### src/rtl/ir_key_event.sv
// Turns the demodulator's SIRC frame stream into press / repeat / release key events,
// buffered in a 4-deep first-word-fall-through FIFO with a valid/ready pop side.
module ir_key_event #(
    parameter bit         ADDR_MATCH_EN = 1'b0,
    parameter logic [4:0] ADDR_FILTER   = 5'd1,
    parameter int         RELEASE_TICKS = 6000,
    parameter int         REPEAT_DELAY  = 3,
    parameter int         REPEAT_RATE   = 2
) (
    input  logic        RST,
    input  logic        OutClk,
    input  logic [11:0] code_in,
    input  logic [31:0] code_cnt,
    input  logic        evt_ready,
    output logic        evt_valid,
    output logic [1:0]  evt_type,
    output logic [4:0]  evt_addr,
    output logic [6:0]  evt_cmd,
    output logic        key_held,
    output logic [6:0]  held_cmd,
    output logic [2:0]  fifo_level,
    output logic [7:0]  drop_cnt
);
    localparam int            TW        = (RELEASE_TICKS > 1) ? $clog2(RELEASE_TICKS) : 1;
    localparam logic [TW-1:0] TIMEOUT   = TW'(RELEASE_TICKS - 1);
    localparam logic [31:0]   FIRST_REP = 32'(REPEAT_DELAY + 1);
    localparam logic [31:0]   REP_RATE  = 32'(REPEAT_RATE);
    localparam logic [1:0]    EV_PRESS   = 2'b01;
    localparam logic [1:0]    EV_REPEAT  = 2'b10;
    localparam logic [1:0]    EV_RELEASE = 2'b11;

    typedef enum logic [1:0] {
        ST_IDLE   = 2'd0,
        ST_HELD   = 2'd1,
        ST_SWITCH = 2'd2
    } state_t;

    state_t        state, state_nxt;
    logic [31:0]   last_cnt;
    logic [4:0]    held_addr;
    logic [7:0]    frame_n;
    logic [TW-1:0] timer;

    logic [4:0]    rx_addr;
    logic [6:0]    rx_cmd;
    logic          frame_new, frame_acc, same_key, timeout;
    logic [7:0]    frame_n_inc;
    logic [31:0]   frame_n_ext;
    logic          repeat_hit;

    logic          push;
    logic [13:0]   push_data;

    // SIRC is transmitted LSB first, so the word arrives bit-reversed.
    always_comb begin
        rx_cmd  = '0;
        rx_addr = '0;
        for (int i = 0; i < 7; i++) rx_cmd[i] = code_in[11-i];
        for (int j = 0; j < 5; j++) rx_addr[j] = code_in[4-j];
    end

    assign frame_new   = (code_cnt != last_cnt) && (state != ST_SWITCH);
    assign frame_acc   = frame_new && (!ADDR_MATCH_EN || (rx_addr == ADDR_FILTER));
    assign same_key    = ({rx_addr, rx_cmd} == {held_addr, held_cmd});
    assign timeout     = (timer == TIMEOUT);
    assign frame_n_inc = (frame_n == 8'hFF) ? frame_n : frame_n + 8'd1;
    assign frame_n_ext = {24'd0, frame_n_inc};
    assign repeat_hit  = (frame_n_ext >= FIRST_REP) &&
                         (((frame_n_ext - FIRST_REP) % REP_RATE) == 32'd0);

    always_ff @(posedge OutClk or negedge RST) begin
        if (!RST) state <= ST_IDLE;
        else      state <= state_nxt;
    end

    always_comb begin
        state_nxt = state;
        case (state)
            ST_IDLE:   if (frame_acc) state_nxt = ST_HELD;
            ST_HELD: begin
                if (frame_acc) begin
                    if (!same_key) state_nxt = ST_SWITCH;
                end else if (timeout) begin
                    state_nxt = ST_IDLE;
                end
            end
            ST_SWITCH: state_nxt = ST_HELD;
            default:   state_nxt = ST_IDLE;
        endcase
    end

    // An accepted frame on the timeout edge takes priority, so no release is pushed then.
    always_comb begin
        push      = 1'b0;
        push_data = '0;
        case (state)
            ST_IDLE: begin
                if (frame_acc) begin
                    push      = 1'b1;
                    push_data = {EV_PRESS, rx_addr, rx_cmd};
                end
            end
            ST_HELD: begin
                if (frame_acc) begin
                    if (same_key) begin
                        push      = repeat_hit;
                        push_data = {EV_REPEAT, held_addr, held_cmd};
                    end else begin
                        push      = 1'b1;
                        push_data = {EV_RELEASE, held_addr, held_cmd};
                    end
                end else if (timeout) begin
                    push      = 1'b1;
                    push_data = {EV_RELEASE, held_addr, held_cmd};
                end
            end
            ST_SWITCH: begin
                push      = 1'b1;
                push_data = {EV_PRESS, held_addr, held_cmd};
            end
            default: begin
                push      = 1'b0;
                push_data = '0;
            end
        endcase
    end

    assign key_held = (state != ST_IDLE);

    always_ff @(posedge OutClk or negedge RST) begin
        if (!RST) begin
            last_cnt  <= '0;
            held_addr <= '0;
            held_cmd  <= '0;
            frame_n   <= '0;
            timer     <= '0;
        end else begin
            if (frame_new) last_cnt <= code_cnt;
            case (state)
                ST_IDLE: begin
                    if (frame_acc) begin
                        held_addr <= rx_addr;
                        held_cmd  <= rx_cmd;
                        frame_n   <= 8'd1;
                        timer     <= '0;
                    end
                end
                ST_HELD: begin
                    if (frame_acc) begin
                        if (same_key) begin
                            frame_n <= frame_n_inc;
                            timer   <= '0;
                        end else begin
                            held_addr <= rx_addr;
                            held_cmd  <= rx_cmd;
                        end
                    end else if (timeout) begin
                        held_addr <= '0;
                        held_cmd  <= '0;
                        frame_n   <= '0;
                        timer     <= '0;
                    end else begin
                        timer <= timer + TW'(1);
                    end
                end
                ST_SWITCH: begin
                    frame_n <= 8'd1;
                    timer   <= '0;
                end
                default: begin
                    timer <= '0;
                end
            endcase
        end
    end

    logic [13:0] mem [0:3];
    logic [1:0]  wr_ptr, rd_ptr;
    logic        pop, full, push_ok, drop;

    assign evt_valid = (fifo_level != 3'd0);
    assign pop       = evt_valid && evt_ready;
    assign full      = (fifo_level == 3'd4);
    assign push_ok   = push && (!full || pop);
    assign drop      = push && full && !pop;
    assign {evt_type, evt_addr, evt_cmd} = evt_valid ? mem[rd_ptr] : 14'd0;

    always_ff @(posedge OutClk or negedge RST) begin
        if (!RST) begin
            for (int i = 0; i < 4; i++) mem[i] <= '0;
            wr_ptr     <= '0;
            rd_ptr     <= '0;
            fifo_level <= '0;
            drop_cnt   <= '0;
        end else begin
            if (push_ok) begin
                mem[wr_ptr] <= push_data;
                wr_ptr      <= wr_ptr + 2'd1;
            end
            if (pop) rd_ptr <= rd_ptr + 2'd1;
            case ({push_ok, pop})
                2'b10:   fifo_level <= fifo_level + 3'd1;
                2'b01:   fifo_level <= fifo_level - 3'd1;
                default: fifo_level <= fifo_level;
            endcase
            if (drop && (drop_cnt != 8'hFF)) drop_cnt <= drop_cnt + 8'd1;
        end
    end
endmodule

### config.mk
export PLATFORM = sky130hd
export DESIGN_NAME = ir_key_event
export DESIGN_NICKNAME = d
export VERILOG_FILES = /design/src/rtl/ir_key_event.sv
export SDC_FILE = /design/constraint.sdc
export NUM_CORES = 1
export LEC_CHECK = 0
export BUFFER_PORTS_ARGS = -buffer_cell sky130_fd_sc_hd__buf_2
export CAP_MARGIN = 20
export CORE_MARGIN = 10
export CORE_UTILIZATION = 59
export DETAILED_ROUTE_END_ITERATION = 12
export PLACE_DENSITY = 0.8
export SYNTH_ARGS = -nofsm -noshare
export SYNTH_HDL_FRONTEND = slang
export SYNTH_SLANG_ARGS = --single-unit
### constraint.sdc
create_clock -name OutClk -period 4.2 [get_ports OutClk]
set_input_delay 0.21 -clock OutClk [delete_from_list [all_inputs] [get_ports OutClk]]
set_output_delay 0.21 -clock OutClk [all_outputs]
set_load 0.005 [all_outputs]
# After elaboration in Yosys (flattened, before gate mapping)
# Cells that the tools add are included.
# word_totals
ff_bits	138
latch_bits	0
ram_bits	0
rom_bits	0
in_bits	47
output_inout_bits	34
word_cells	109
n_memories	0
# op_classes
n_addsub	8
multipliers	0
div_mod_pow	0
n_lt_le_gt_ge	4
n_eq_ne	15
n_shift	0
muxes	44
n_bitwise	2
reduce_logical	22
# op_table
operator	count
14-bit 2-to-1 mux	6
13-bit 2-to-1 mux	6
56-bit bitwise mux	1
14-bit case mux with 3 select lines	1
8-bit 2-to-1 mux	5
32-bit logical NOT	1
32-bit != test	1
14-bit binary-select mux with 2-bit select	1
14-bit demux with 2-bit select	1
7-bit 2-to-1 mux	4
13-bit case mux with 2 select lines	1
8-bit case mux with 3 select lines	1
5-bit 2-to-1 mux	4
8-bit by 1-bit adder with 8-bit output, second input constant	2
7-bit case mux with 2 select lines	1
13-bit by 1-bit adder with 13-bit output, second input constant	1
13-bit equality test, second input constant	1
12-bit equality test	1
5-bit case mux with 2 select lines	1
3-bit != test, second input constant	3
8-bit equality test, second input constant	1
8-bit by 3-bit greater-or-equal comparator with 1-bit output, second input constant	1
1-bit logical AND	8
2-bit 2-to-1 mux	4
other kinds (24)	38

# Depth between registers and ports, before layout
# logic_depth
depth_word	11
ltp_mapped	13
depth_no_buf	12

# Worst setup path after synthesis
# OpenSTA, ideal clock, no wires.
# synth_path
kind	reg2reg
startpoint	reg last_cnt[0]
endpoint	reg fifo_level[1]
setup_time_ns	0.125
arrival_ns	2.841
path_slack_ns	1.233
stages_incl_launch_ff	13
path_buffers	1
period_less_slack_ns	2.967
path_cell_list	dfrtp_1 -> xnor2_1 -> nand4_1 -> nor4_4 -> and2_4 -> o21ai_2 -> a21oi_2 -> buf_4 -> nor2_1 -> fa_1 -> inv_1 -> o21ba_2 -> a2111oi_0
# synth_between
elab_chain_len	7
# synth_lines
item	line	rtl
start, declared	39	logic [31:0] last_cnt;
start signal, assigned	138	if (frame_new) last_cnt <= code_cnt;
32-bit != test *	62	assign frame_new = (code_cnt != last_cnt) && (state != ST_SWITCH);
1-bit logical AND *	62	
1-bit 2-to-1 mux (on tied branches)	104, 98	
1-bit case mux with 3 select lines *	96	case (state)
1-bit logical AND *	184	assign push_ok = push && (!full || pop);
2-bit by 1-bit equality test with 1-bit output or 2-bit equality test (tied branches)	201	case ({push_ok, pop})
3-bit case mux with 2 select lines or 2-bit nonzero test (tied branches)	n/a	
end signal, assigned	202	2'b10: fifo_level <= fifo_level + 3'd1;
end signal, assigned	203	2'b01: fifo_level <= fifo_level - 3'd1;
end signal, assigned	204	default: fifo_level <= fifo_level;
end, declared	21	output logic [2:0] fifo_level,
# Mark *: on every way between the ends. The rest lies on a longest branch, timed or not.
# A chain may end at the register's enable or synchronous reset.

# Worst setup path after layout
# layout_path
startpoint	reg last_cnt[10]
endpoint	reg fifo_level[1]
# Same word-level chain as after synthesis.

==> results_tabular.tex <==
\begin{tabular}{lr}
\hline
Metric & Value \\
\hline
\multicolumn{2}{l}{\textbf{CTS}} \\
Worst skew pair latency & 420 ps \\
Total number of clock tree sinks & 138 \\
Post-cts gate resize count & 0 \\
TritonCTS clock tree & done \\
Clock tree buffer depth & 2 \\
H-tree level count & 4 \\
Library cell used as clock root buffer & sky130\_fd\_sc\_hd\_\_clkbuf\_16 \\
Number of buffers added by the clock tree synthesis step & 17 \\
Post-CTS Repair Setup Buffers & 0 \\
Worst-path clk slew & 60 ps \\
\multicolumn{2}{l}{\textbf{Logic synthesis}} \\
Yosys top cell area share & 46.9\% \\
Top-count cell post-synth & sky130\_fd\_sc\_hd\_\_dfrtp\_1 \\
Post-synthesis compound-gate area fraction & 8.55\% \\
Cell accounting for the most synthesized area & sky130\_fd\_sc\_hd\_\_dfrtp\_1 \\
Post-synthesis mux area share & 19.4\% \\
Count of cell types in the netlist & 65 \\
Seq/Total Area, Yosys & 46.9\% \\
Synth top cells by count & sky130\_fd\_sc\_hd\_\_dfrtp\_1 (138), sky130\_fd\_sc\_hd\_\_nand2\_1 (55), sky130\_fd\_sc\_hd\_\_xnor2\_1 (43) \\
Synth Area in XOR/XNOR & 7.73\% \\
Per-instance average area after synthesis & 11.8 µm² \\
Cells after Synth & 625 \\
Summed instance area of the synthesized netlist & 7360 µm² \\
Cell types with the largest area share after synthesis & sky130\_fd\_sc\_hd\_\_dfrtp\_1 (47\%), sky130\_fd\_sc\_hd\_\_mux2\_4 (7.3\%), sky130\_fd\_sc\_hd\_\_xnor2\_1 (5.1\%) \\
Area share of fa/ha/maj cells after synthesis & 1.46\% \\
Synthesized netlist net count & 680 \\
Area share of and/or/nand/nor cells after synthesis & 12.5\% \\
Proportion of synthesized flip-flops having asynchronous set or reset & 100\% \\
Count of flip-flops with a built-in enable after synthesis & 0 \\
Main flop type after synthesis & sky130\_fd\_sc\_hd\_\_dfrtp\_1 \\
Main combinational cell family by area after synthesis & multiplexers \\
Syn. warnings & 0 \\
Flop and latch count out of synthesis & 138 \\
\multicolumn{2}{l}{\textbf{Setup path}} \\
Crit Reg-Reg Startpoint & last\_cnt[10]\$\_DFFE\_PN0P\_ \\
Setup slack of the worst register-to-register path & 550 ps \\
Worst-path maximum fanout & 16 \\
Endpoint of the worst register-to-register path & fifo\_level[1]\$\_DFFE\_PN0P\_ \\
Launch point of the worst path & last\_cnt[10]\$\_DFFE\_PN0P\_ \\
Critical path class & flip-flop to flip-flop \\
Cell type group with the largest total delay on the critical path & compound AO/OA/AOI/OAI gates \\
Critical path cell sequence & xnor2\_1, nand4\_1, nor4\_4, and2\_4, o21ai\_2, a21oi\_2, nor2\_1, fa\_1, inv\_1, o21ba\_2, a2111oi\_0 \\
CP arrival & 3930 ps \\
CP bufs+invs & 1 \\
Required time reported for the critical path endpoint & 4480 ps \\
Worst Setup EP & fifo\_level[1]\$\_DFFE\_PN0P\_ \\
Largest incremental delay on the critical path & 550 ps \\
Crit path depth & 11 \\
Critical path startpoint category & flip-flop \\
CP max stage cell & sky130\_fd\_sc\_hd\_\_a21oi\_2 \\
Capturing element type of the critical path & flip-flop \\
Number of cells on the worst reg-to-reg path & 11 \\
\multicolumn{2}{l}{\textbf{Detailed routing}} \\
Routed len/inst & 18.6 µm \\
DRC violations left & 0 \\
Via density per instance & 5.88 \\
TritonRoute pass-1 iters & 5 \\
Via count & 5172 \\
Detailed Route WL & 16400 µm \\
Post-DRT Antenna Nets & 0 \\
Number of violations reported at the end of detailed-routing iteration 0 & 522 \\
\multicolumn{2}{l}{\textbf{Cells and area}} \\
Final core occ & 70.5\% \\
Post-route standard cell area excluding fillers & 8540 µm² \\
P\&R area growth vs syn & 16.0\% \\
Finished Layout Cells & 879 \\
Diodes inserted & 0 \\
Share of layout cells above drive strength 1 & 29.7\% \\
Total Nets Final & 753 \\
\multicolumn{2}{l}{\textbf{STA}} \\
Achievable clock frequency & 274 MHz \\
Final count of negative-setup-slack endpoints & 0 \\
RSZ-0062 raised after global routing & no \\
Worst clock skew & 6.54 ps \\
Final worst path period need & 3650 ps \\
Post-Route Hold Slack & 31.4 ps \\
Worst max-slew margin expressed relative to the limit & 30.9\% \\
Summed negative setup slack over all endpoints & 0 ps \\
Final hold violation count & 0 \\
Ratio of final minimum period to clock period & 86.8\% \\
Least-Margin Pin Slew & 1030 ps \\
Final Max Slew Viols & 0 \\
Worst path setup slack after routing & 553 ps \\
\multicolumn{2}{l}{\textbf{Placed design}} \\
Placement Cell Area & 7820 µm² \\
Post-DP HPWL & 11100 µm \\
Post-placement setup slack & 599 ps \\
I/O Buffers & 80 \\
Final weighted congestion of routability-driven global placement & 0.822 \\
Number of placed instances with taps included & 845 \\
\multicolumn{2}{l}{\textbf{Floorplan}} \\
Num ports & 81 \\
Die outline height & 132 µm \\
Initial Util & 60.8\% \\
Cell Rows & 40 \\
Chip Width & 132 µm \\
Die Footprint & 17300 µm² \\
Core Area & 12100 µm² \\
\multicolumn{2}{l}{\textbf{Global route}} \\
Antenna violations before repair & 0 \\
Via count of the first global-routing pass & 5441 \\
First-pass GRT wire length & 27700 µm \\
GRT overflow & 0 \\
GRT Overall Usage & 19.2\% \\
Maximum number of pins on one net before global-route repair & 101 \\
\multicolumn{2}{l}{\textbf{Worst hold path}} \\
Worst min-delay path class & primary input to flip-flop \\
Hold Crit Start & code\_cnt[1] \\
\multicolumn{2}{l}{\textbf{Run status}} \\
Result of the run & finished, final reports clean \\
\multicolumn{2}{l}{\textbf{Power}} \\
Total power divided by cell area & 645 nW/µm² \\
Leakage power & 3.82 nW \\
Peak VDD IR & 272 µV \\
Pwr Total & 5.51 mW \\
\multicolumn{2}{l}{\textbf{Flow run}} \\
Number of maximum-capacitance constraint violations & 0 \\
\hline
\end{tabular}
==> cells by family after synthesis <==
logic type      after synthesis
flops                       138
fa+ha+maj                     8
buf+inv                      46
xor+xnor                     65
compound gates               95
simple gates                172
mux                         101
==> cell type report <==
cell class                 instances  area, µm²
clock buffer                      22        494
sequential                       138       3450
timing repair buffer              88        489
inverter                          12       45.0
multi-input combinational        441       3660
fill                             841       3570
tap                              168        210
clock inverter                    10        186
==> placed cells by master (no fill, tap or decap), types with 14 or more instances in the layout <==
| cell | n |
|---|---|
| sky130_fd_sc_hd__o21ai_0 | 23 |
| sky130_fd_sc_hd__nand4_1 | 14 |
| sky130_fd_sc_hd__mux4_2 | 14 |
| sky130_fd_sc_hd__buf_2 | 79 |
| sky130_fd_sc_hd__a21oi_1 | 23 |
| sky130_fd_sc_hd__mux2_2 | 26 |
| sky130_fd_sc_hd__nand3_1 | 18 |
| sky130_fd_sc_hd__nor2_1 | 22 |
| sky130_fd_sc_hd__xnor2_1 | 43 |
| sky130_fd_sc_hd__xor2_1 | 22 |
| sky130_fd_sc_hd__dfrtp_1 | 138 |
| sky130_fd_sc_hd__mux2_4 | 36 |
| sky130_fd_sc_hd__clkbuf_16 | 17 |
| sky130_fd_sc_hd__and2_1 | 18 |
| sky130_fd_sc_hd__mux2_1 | 24 |
| sky130_fd_sc_hd__nand2_1 | 55 |
==> state kept, by name (all words and copies together) (netlist names) <==
register,cells
timer,13
rd_ptr,2
held_addr,5
mem,56
held_cmd,7
fifo_level,3
wr_ptr,2
state,2
drop_cnt,8
last_cnt,32
frame_n,8
==> power breakdown <==
| part | internal (mW) | switching (mW) | total (mW) | leakage, nW |
|---|---|---|---|---|
| clock | 1.13 | 0.564 | 1.70 | 0.325 |
| combinational | 1.11 | 0.710 | 1.82 | 1.83 |
| sequential | 1.70 | 0.295 | 1.99 | 1.67 |
==> worst min-delay path by stage <==
stage | to | slack (ps) | cells after the start
finish | last_cnt[1]$_DFFE_PN0P_ | 30 | 2
global route | last_cnt[20]$_DFFE_PN0P_ | 30 | 2
CTS | last_cnt[1]$_DFFE_PN0P_ | 20 | 2
detailed placement | mem[39]$_DFFE_PN0P_ | 380 | 1
global placement | mem[39]$_DFFE_PN0P_ | 360 | 1
floorplan | drop_cnt[0]$_DFFE_PN0P_ | -90 | 0
==> timing repair <==
action / in CTS / in global routing
endpoints found under the hold margin: 99 / 0
setup endpoints to repair: 0 / 0
hold buffers: 1 / 0
==> worst reg2reg max path, cell delays in order (launching register included) <==
cell and delay (ps):
sky130_fd_sc_hd__dfrtp_1 380, sky130_fd_sc_hd__xnor2_1 160, sky130_fd_sc_hd__nand4_1 190, sky130_fd_sc_hd__nor4_4 490
sky130_fd_sc_hd__and2_4 320, sky130_fd_sc_hd__o21ai_2 110, sky130_fd_sc_hd__a21oi_2 550, sky130_fd_sc_hd__nor2_1 160
sky130_fd_sc_hd__fa_1 520, sky130_fd_sc_hd__inv_1 50, sky130_fd_sc_hd__o21ba_2 210, sky130_fd_sc_hd__a2111oi_0 380
==> per-layer routing <==
metal	share of wire (%)	wire length, µm	vias up	track usage [%]
met3	5.4	879	21	5.11
met2	50	8140	139	31.6
li1	-	-	2371	-
met5	0	0	-	0
met4	1.6	255	0	7.17
met1	43	7100	2641	23.6
Power figures use the tool's default switching activity.
